[src/rtl/gt_pack_telemetry.sv]
// Transmit-side framer for the GT telemetry link: packs 88-bit packets into
// SOP/D1/D0/EOP words with comma idles between frames, CRC-8 and sequence number.
module gt_pack_telemetry #(
    parameter int IDLE_MIN = 1
) (
    input  logic        clk_128M,
    input  logic        rst_128M,
    input  logic        enable,
    input  logic [87:0] packet_data,
    input  logic        packet_valid,
    output logic        packet_ready,
    output logic [31:0] gt_data,
    output logic [3:0]  gt_data_is_k,
    output logic [31:0] frames_sent
);

    localparam logic [7:0]  K_SOP     = 8'hFB;
    localparam logic [7:0]  K_EOP     = 8'hFD;
    localparam logic [31:0] IDLE_WORD = 32'h50BC50BC;
    localparam logic [3:0]  IDLE_K    = 4'b0101;

    typedef enum logic [2:0] {S_IDLE, S_SOP, S_D1, S_D0, S_EOP} state_t;

    state_t       state_reg;
    logic [7:0]   idle_cnt_reg;
    logic [87:0]  hold_reg;
    logic [7:0]   crc_reg;
    logic [15:0]  seq_reg;
    logic [31:0]  frames_reg;
    logic [31:0]  gt_data_reg;
    logic [3:0]   gt_k_reg;
    logic         accept;

    // CRC-8, poly 0x07, init 0, MSB-first over byte 10 down to byte 0.
    function automatic logic [7:0] crc8(input logic [87:0] d);
        logic [7:0] c;
        logic       fb;
        c = 8'h00;
        for (int i = 87; i >= 0; i--) begin
            fb = c[7] ^ d[i];
            c  = {c[6:0], 1'b0} ^ (fb ? 8'h07 : 8'h00);
        end
        return c;
    endfunction

    assign packet_ready = (state_reg == S_IDLE) && (idle_cnt_reg >= 8'(IDLE_MIN)) && enable;
    assign accept       = packet_valid && packet_ready;

    always_ff @(posedge clk_128M) begin
        if (rst_128M) begin
            state_reg    <= S_IDLE;
            idle_cnt_reg <= 8'd0;
            hold_reg     <= '0;
            crc_reg      <= 8'h00;
            seq_reg      <= 16'd0;
            frames_reg   <= 32'd0;
            gt_data_reg  <= IDLE_WORD;
            gt_k_reg     <= IDLE_K;
        end else begin
            case (state_reg)
                S_IDLE: begin
                    if (accept) begin
                        state_reg    <= S_SOP;
                        hold_reg     <= packet_data;
                        idle_cnt_reg <= 8'd0;
                        gt_data_reg  <= {packet_data[87:64], K_SOP};
                        gt_k_reg     <= 4'b0001;
                    end else begin
                        idle_cnt_reg <= (idle_cnt_reg == 8'hFF) ? 8'hFF : idle_cnt_reg + 8'd1;
                        gt_data_reg  <= IDLE_WORD;
                        gt_k_reg     <= IDLE_K;
                    end
                end
                S_SOP: begin
                    // CRC is taken from the holding register so the input bus is free after accept.
                    state_reg   <= S_D1;
                    crc_reg     <= crc8(hold_reg);
                    gt_data_reg <= hold_reg[63:32];
                    gt_k_reg    <= 4'b0000;
                end
                S_D1: begin
                    state_reg   <= S_D0;
                    gt_data_reg <= hold_reg[31:0];
                    gt_k_reg    <= 4'b0000;
                end
                S_D0: begin
                    state_reg   <= S_EOP;
                    gt_data_reg <= {seq_reg, crc_reg, K_EOP};
                    gt_k_reg    <= 4'b0001;
                end
                S_EOP: begin
                    // The first idle cycle after EOP already counts toward the gap.
                    state_reg    <= S_IDLE;
                    idle_cnt_reg <= 8'd1;
                    seq_reg      <= seq_reg + 16'd1;
                    frames_reg   <= frames_reg + 32'd1;
                    gt_data_reg  <= IDLE_WORD;
                    gt_k_reg     <= IDLE_K;
                end
                default: begin
                    state_reg    <= S_IDLE;
                    idle_cnt_reg <= 8'd0;
                    gt_data_reg  <= IDLE_WORD;
                    gt_k_reg     <= IDLE_K;
                end
            endcase
        end
    end

    assign gt_data      = gt_data_reg;
    assign gt_data_is_k = gt_k_reg;
    assign frames_sent  = frames_reg;

endmodule

[config.mk]
export PLATFORM = sky130hd
export DESIGN_NAME = gt_pack_telemetry
export DESIGN_NICKNAME = d
export VERILOG_FILES = /design/src/rtl/gt_pack_telemetry.sv
export SDC_FILE = /design/constraint.sdc
export NUM_CORES = 1
export LEC_CHECK = 0
export CORE_MARGIN = 2
export CORE_UTILIZATION = 50
export CTS_CLUSTER_DIAMETER = 30
export DETAILED_ROUTE_END_ITERATION = 8
export GPL_TIMING_DRIVEN = 0
export MAX_ROUTING_LAYER = met4
export PLACE_DENSITY = 0.75
export SLEW_MARGIN = 10
export SYNTH_ARGS = -nofsm -noshare
export SYNTH_HDL_FRONTEND = slang
export SYNTH_SLANG_ARGS = --single-unit
[constraint.sdc]
create_clock -name clk_128M -period 9.96 [get_ports clk_128M]
set_input_delay 2.49 -clock clk_128M [delete_from_list [all_inputs] [get_ports clk_128M]]
set_output_delay 2.49 -clock clk_128M [all_outputs]
set_load 0.005 [all_outputs]
==> results of run 1 <==
final timing paths:
kind                                           startpoint  slack, ns                         to
worst min-delay path            hold_reg[70]$_SDFFE_PP0P_       0.47  hold_reg[70]$_SDFFE_PP0P_
worst min register to register  hold_reg[70]$_SDFFE_PP0P_       0.47  hold_reg[70]$_SDFFE_PP0P_
worst max register to register  hold_reg[85]$_SDFFE_PP0P_       4.67    crc_reg[3]$_SDFFE_PP0N_
worst max-delay path                               enable       3.63               packet_ready
stage by stage:
step | instance area, um^2 | setup WS, ns
after global placement | 12200 | 3.69
after detailed placement | 12200 | 3.64
after floorplan | 10300 | 4.75
final | 12800 | 3.63
after CTS | 12800 | 3.63
after global routing | 12800 | 3.61
cells in the mapped netlist, types with 11 or more instances:
master      n
mux2_2     17
or3_1      13
clkbuf_1   52
xnor2_1   102
nand2_1   219
a221oi_1   11
a21oi_1   125
nand3_1    19
nor2_1     63
o21ai_0    31
xnor3_1    47
xor2_1     61
a22oi_1    17
and3_1     16
dfxtp_1   189
critical path, stage by stage:
cell and delay [ns]:
clkdlybuf4s50_1 0.47, nand2_1 0.06, a21oi_1 0.24, clkdlybuf4s50_1 0.57
final cells by class:
type / count / area [um^2] / share of cell area
antenna: 1 / 2.50 / 0.000196
tap: 270 / 338 / 0.0265
buffer: 63 / 246 / 0.0193
clock inverter: 14 / 149 / 0.0117
clock buffer: 18 / 429 / 0.0336
sequential: 189 / 3780 / 0.297
timing repair buffer: 158 / 1580 / 0.124
inverter: 7 / 26.3 / 0.00206
multi-input combinational: 828 / 6200 / 0.486
cell families after synthesis:
| group | share of synthesized area |
|---|---|
| AOI/OAI and AO/OA | 0.110 |
| muxes | 0.0226 |
| adders and majority gates | 0.00610 |
| xor gates and xnor gates | 0.318 |
| DFF | 0.369 |
| other | 0.000366 |
| buffers and inverters | 0.0266 |
| and+or+nand+nor | 0.147 |
metal layers:
layer,wire [um],track usage,vias up
met3,2330,0.0584,84
met5,0,-,-
li1,-,-,4020
met4,1340,0.121,0
met2,13600,0.440,351
met1,12700,0.372,4006
cells in the final DEF (no fill, tap or decap), types with 8 or more instances in the layout:
cell type	n
and3_1	16
xor3_1	10
a221oi_1	11
nor2b_1	9
mux2_2	17
xnor3_2	8
a21oi_1	125
xnor3_1	47
dfxtp_1	189
xnor2_1	102
nand2_1	219
xor2_1	61
nor2_1	63
clkbuf_16	17
clkbuf_1	53
or3_1	13
o21ai_0	31
nand3_1	19
clkdlybuf4s50_1	158
a22oi_1	17
==> impl_metrics.csv, run 1 <==
group,metric,value,unit
clock_network,ctsHtreeMaxLevel,4,
die,ios,161,
timing,slew_viol_final,0,
layout,nNetsFinal,1361,
flow_run,drv_cap,0,
clock_network,cts_sinks,189,
place,place_congestion,0.976,
timing,fmax,0.158,GHz
outcome,status,"finished, final reports clean",
die,dieArea,21700,um^2
clock_network,cts_max_path_buffers,2,
synth,synth_async_sr_flop_share,0,
synth,netlist.area_leader.share,0.369,
detailed_routing,vias,8461,
critical_path,crit_required,7.47,ns
layout,synthToLayoutAreaGrowth,24.4,%
clock_network,clk_pin_slew,0.07,ns
timing,fin_crit_sh,0.635,
synth,synthCells,1086,
global_routing,grt_max_degree,19,
timing,rsz0062_at_grt,"false",
timing,fin_worst_skew,0.0146,ns
detailed_routing,via_per_inst,5.47,
clock_network,cts_root_buf,"clkbuf_16",
clock_network,cts.repair.resized,0,
layout,final_core_util,0.632,
synth,avgSynthCellArea,9.44,um^2
synth,ys_seq_elements,189,
timing,maxSlewHeadroom,0.479,
die,placementRows,52,
clock_network,clk_latency,0.45,ns
timing,hold_viol,0,
timing,timing.hold.ws,0.465,ns
die,core_area,20200,um^2
die,die_w,147,um
die,die_h,147,um
layout,layout-drive-gt1-share,0.0611,
place,dp.final_hpwl,23.3,mm
place,io_buffers,158,
synth,yosysWarnings,0,
synth,netlist_area,10300,um^2
global_routing,grt_pass1_wl,45.8,mm
critical_path,critPathCaptureType,"primary output",
die,start_util,0.508,
global_routing,grt.overflow.total,0,
detailed_routing,drt_first_pass_iters,5,
global_routing,grt_pass1_vias,8171,
detailed_routing,route.detailed.drc,0,
synth,seq_area_frac_synth,0.369,
timing,setup_viol,0,
place,placedCellCount,1515,
critical_path,start_kind,"input port",
synth,synthFlopType,"dfxtp_1",
synth,synth_top_area_cell,"dfxtp_1",
critical_path,crit_type,"in2out",
detailed_routing,wl_per_cell,19.3,um
layout,layout.cells.non_filler,1548,
detailed_routing,routed_wl,29.9,mm
global_routing,antenna_found_initial,1,
clock_network,postCtsSetupBuffers,0,
synth,synth_edf_count,0,
worst_hold_path,hold_class,"reg2reg",
worst_hold_path,whs_path_depth,2,
critical_path,crit_fanout,3,
timing,worstMarginPinSlew,0.781,ns
critical_path,r2r_cells,12,
synth,synth.distinct_cells,45,
timing,fin_crit,6.33,ns
critical_path,crit_arrival,3.84,ns
clock_network,numCtsBuffers,17,
layout,largest_reg_flops,88,
clock_network,cts_tree,"done",
global_routing,grtUsageTotal,0.287,
detailed_routing,dr.first_iter.drc_count,655,
detailed_routing,ant_nets,0,
timing,final.setup.tns,0,ns
synth,ys_top_cells_by_area,"dfxtp_1 37%, xnor3_1 10%, xnor2_1 8.7%, nand2_1 8.0%, a21oi_1 6.1%",
layout,nFillCells,1743,
clock_network,ctsHoldBuffers,0,
Power of run 1 is left out: the tool's default activity adds up to more than one toggle a clock period on the data nets, which glitch-free logic cannot reach.
==> run 2, diff against run 1 <==
--- a/config.mk
+++ b/config.mk
@@ -6,12 +6,12 @@
 export NUM_CORES = 1
 export LEC_CHECK = 0
 export CORE_MARGIN = 2
-export CORE_UTILIZATION = 50
+export CORE_UTILIZATION = 49
 export CTS_CLUSTER_DIAMETER = 30
 export DETAILED_ROUTE_END_ITERATION = 8
 export GPL_TIMING_DRIVEN = 0
 export MAX_ROUTING_LAYER = met4
-export PLACE_DENSITY = 0.75
+export PLACE_DENSITY = 0.77
 export SLEW_MARGIN = 10
 export SYNTH_ARGS = -nofsm -noshare
 export SYNTH_HDL_FRONTEND = slang
==> constraint.sdc (replaced) <==
create_clock -name clk_128M -period 5.7 [get_ports clk_128M]
set_input_delay 1.425 -clock clk_128M [delete_from_list [all_inputs] [get_ports clk_128M]]
set_output_delay 1.425 -clock clk_128M [all_outputs]
set_load 0.005 [all_outputs]
==> run 2 against run 1 <==
Net effect:
- final cell count about the same
- wire length fell by 1.9%
- via count increased by 0.26%
- clock-buffer cell count down 1
- hold slack got worse by 0.0020 ns
- flip-flop and latch count did not move
- global-route usage down 1.4 points
- first-iteration DRC count increased by 45%
- non-clock buffer count unchanged
- register-to-register slack worse by 4.3 ns
- cell area up 0.37%
- critical endpoint is now crc_reg[3]$_SDFFE_PP0N_
==> impl_metrics.csv, run 2 (synthesis gave the netlist of run 1 again) <==
group,metric,value,unit
clock_network,ctsHtreeMaxLevel,4,
place,placed_cell_area,12200,um^2
place,dp.final_hpwl,22.9,mm
die,core_area,20400,um^2
layout,nNetsFinal,1361,
timing,fin_crit_sh,0.935,
global_routing,grt.overflow.total,0,
critical_path,r2r_cells,12,
detailed_routing,dr.first_iter.drc_count,949,
layout,nFillCells,1704,
critical_path,crit_required,6.07,ns
worst_hold_path,holdPathEnd,"hold_reg[70]$_SDFFE_PP0P_",
critical_path,crit_slowest_cell,"xor3_1",
global_routing,antenna_found_initial,0,
clock_network,cts_max_path_buffers,2,
die,placementRows,52,
critical_path,reg2reg_slack,0.37,ns
detailed_routing,via_per_inst,5.48,
clock_network,clk_pin_slew,0.08,ns
worst_hold_path,min-delay-start,"hold_reg[70]$_SDFFE_PP0P_",
critical_path,critical_path.cell_chain,"xnor2_1 > xnor3_1 > xor2_1 > xor3_1 > xor3_1 > xor3_2 > xnor3_2 > xnor3_2 > xor3_2 > xnor3_1 > xor2_1 > a211oi_2",
timing,timing.hold.ws,0.463,ns
critical_path,cp_num_buf_inv,0,
clock_network,cts_sinks,189,
die,dieArea,22100,um^2
critical_path,reg2reg_to,"crc_reg[3]$_SDFFE_PP0N_",
critical_path,reg2reg_from,"hold_reg[85]$_SDFFE_PP0P_",
worst_hold_path,hold_class,"reg2reg",
timing,final.setup.tns,0,ns
flow_run,drv_cap,0,
die,die_w,149,um
global_routing,grt_pass1_wl,44.1,mm
timing,worstMarginPinSlew,0.832,ns
detailed_routing,ant_nets,0,
place,io_buffers,158,
clock_network,cts_tree,"done",
detailed_routing,route.detailed.drc,0,
die,ios,161,
clock_network,cts_root_buf,"clkbuf_16",
clock_network,ctsHoldBuffers,0,
layout,largest_reg_flops,88,
timing,rsz0062_at_grt,"false",
critical_path,critPathMaxStageDelay,0.51,ns
layout,synthToLayoutAreaGrowth,24.9,%
timing,setup_viol,0,
timing,hold_viol,0,
critical_path,cp_top_family,"XOR/XNOR gates",
global_routing,grt_pass1_vias,7979,
timing,maxSlewHeadroom,0.446,
critical_path,crit_arrival,5.70,ns
layout,antenna_cells,0,
global_routing,grt_max_degree,20,
timing,fmax,0.188,GHz
clock_network,numCtsBuffers,17,
clock_network,postCtsSetupBuffers,0,
layout,layout-drive-gt1-share,0.0619,
place,place_congestion,0.998,
layout,final_common_cell,"nand2_1",
timing,slew_viol_final,0,
critical_path,crit_type,"reg2reg",
place,place_ws,0.448,ns
clock_network,clk_latency,0.45,ns
detailed_routing,vias,8483,
timing,setup_ws,0.371,ns
worst_hold_path,whs_path_depth,2,
timing,fin_crit,5.33,ns
global_routing,grtUsageTotal,0.273,
detailed_routing,routed_wl,29.4,mm
detailed_routing,drt_first_pass_iters,8,
critical_path,crit_fanout,4,
layout,layout_common_cells,"219 x nand2_1, 189 x dfxtp_1, 158 x clkdlybuf4s50_1, 125 x a21oi_1, 102 x xnor2_1",
outcome,status,"finished, final reports clean",
die,die_h,149,um
clock_network,cts.repair.resized,0,
critical_path,critPathCaptureType,"register",
timing,fin_worst_skew,0.0142,ns
layout,final_area,12800,um^2
detailed_routing,wl_per_cell,19.0,um
critical_path,start_kind,"register",
die,start_util,0.503,
run 2: changes by cell type in the layout (fill, tap and decap cells not counted):
cell | before | now
clkinv_8 | 1 | 4
clkinv_2 | 3 | 1
inv_8 | 4 | 2
bufinv_16 | 1 | 2
clkbuf_1 | 53 | 52
clkinvlp_4 | 1 | 2
diode_2 | 1 | 0
run 2: per-stage QoR:
stage	utilization	std cells
floorplan	-	1087
global placement	0.598	1515
detailed placement	0.598	1515
CTS	0.629	1547
global route	0.629	1547
finish	0.629	1547
run 2: worst max path at each step:
stage,cells past startpoint,to,slack (ns),startpoint
after floorplan,12,crc_reg[3]$_SDFFE_PP0N_,0.96,hold_reg[85]$_SDFFE_PP0P_
after global placement,12,crc_reg[3]$_SDFFE_PP0N_,0.50,hold_reg[85]$_SDFFE_PP0P_
after detailed placement,12,crc_reg[3]$_SDFFE_PP0N_,0.45,hold_reg[85]$_SDFFE_PP0P_
after CTS,12,crc_reg[3]$_SDFFE_PP0N_,0.42,hold_reg[85]$_SDFFE_PP0P_
after global routing,12,crc_reg[3]$_SDFFE_PP0N_,0.19,hold_reg[85]$_SDFFE_PP0P_
final,12,crc_reg[3]$_SDFFE_PP0N_,0.37,hold_reg[85]$_SDFFE_PP0P_
run 2: area by class of cell:
| class | instances | area, um^2 | area share |
|---|---|---|---|
| plain buffers | 63 | 246 | 0.0193 |
| clock buffers | 17 | 425 | 0.0332 |
| clock inverters | 15 | 203 | 0.0158 |
| inverters | 7 | 26.3 | 0.00205 |
| multi-input cells | 828 | 6200 | 0.484 |
| flip-flops and latches | 189 | 3780 | 0.296 |
| well taps | 270 | 338 | 0.0264 |
| repair buffers | 158 | 1580 | 0.124 |
run 2: per-layer routing:
layer  up-vias  global-route usage  wire length (um)
met4         0               0.105              1010
met2       403               0.427             13400
met1      3992               0.354             12400
met3        73              0.0537              2550
met5         -                   -                 0
li1       4015                   -                 -
run 2: tightest hold or removal path, cell delays in order (launching register included):
cell and delay, ns:
dfxtp_1 0.32, nand2_1 0.05, a21oi_1 0.05
Power of run 2 is left out for the same reason.
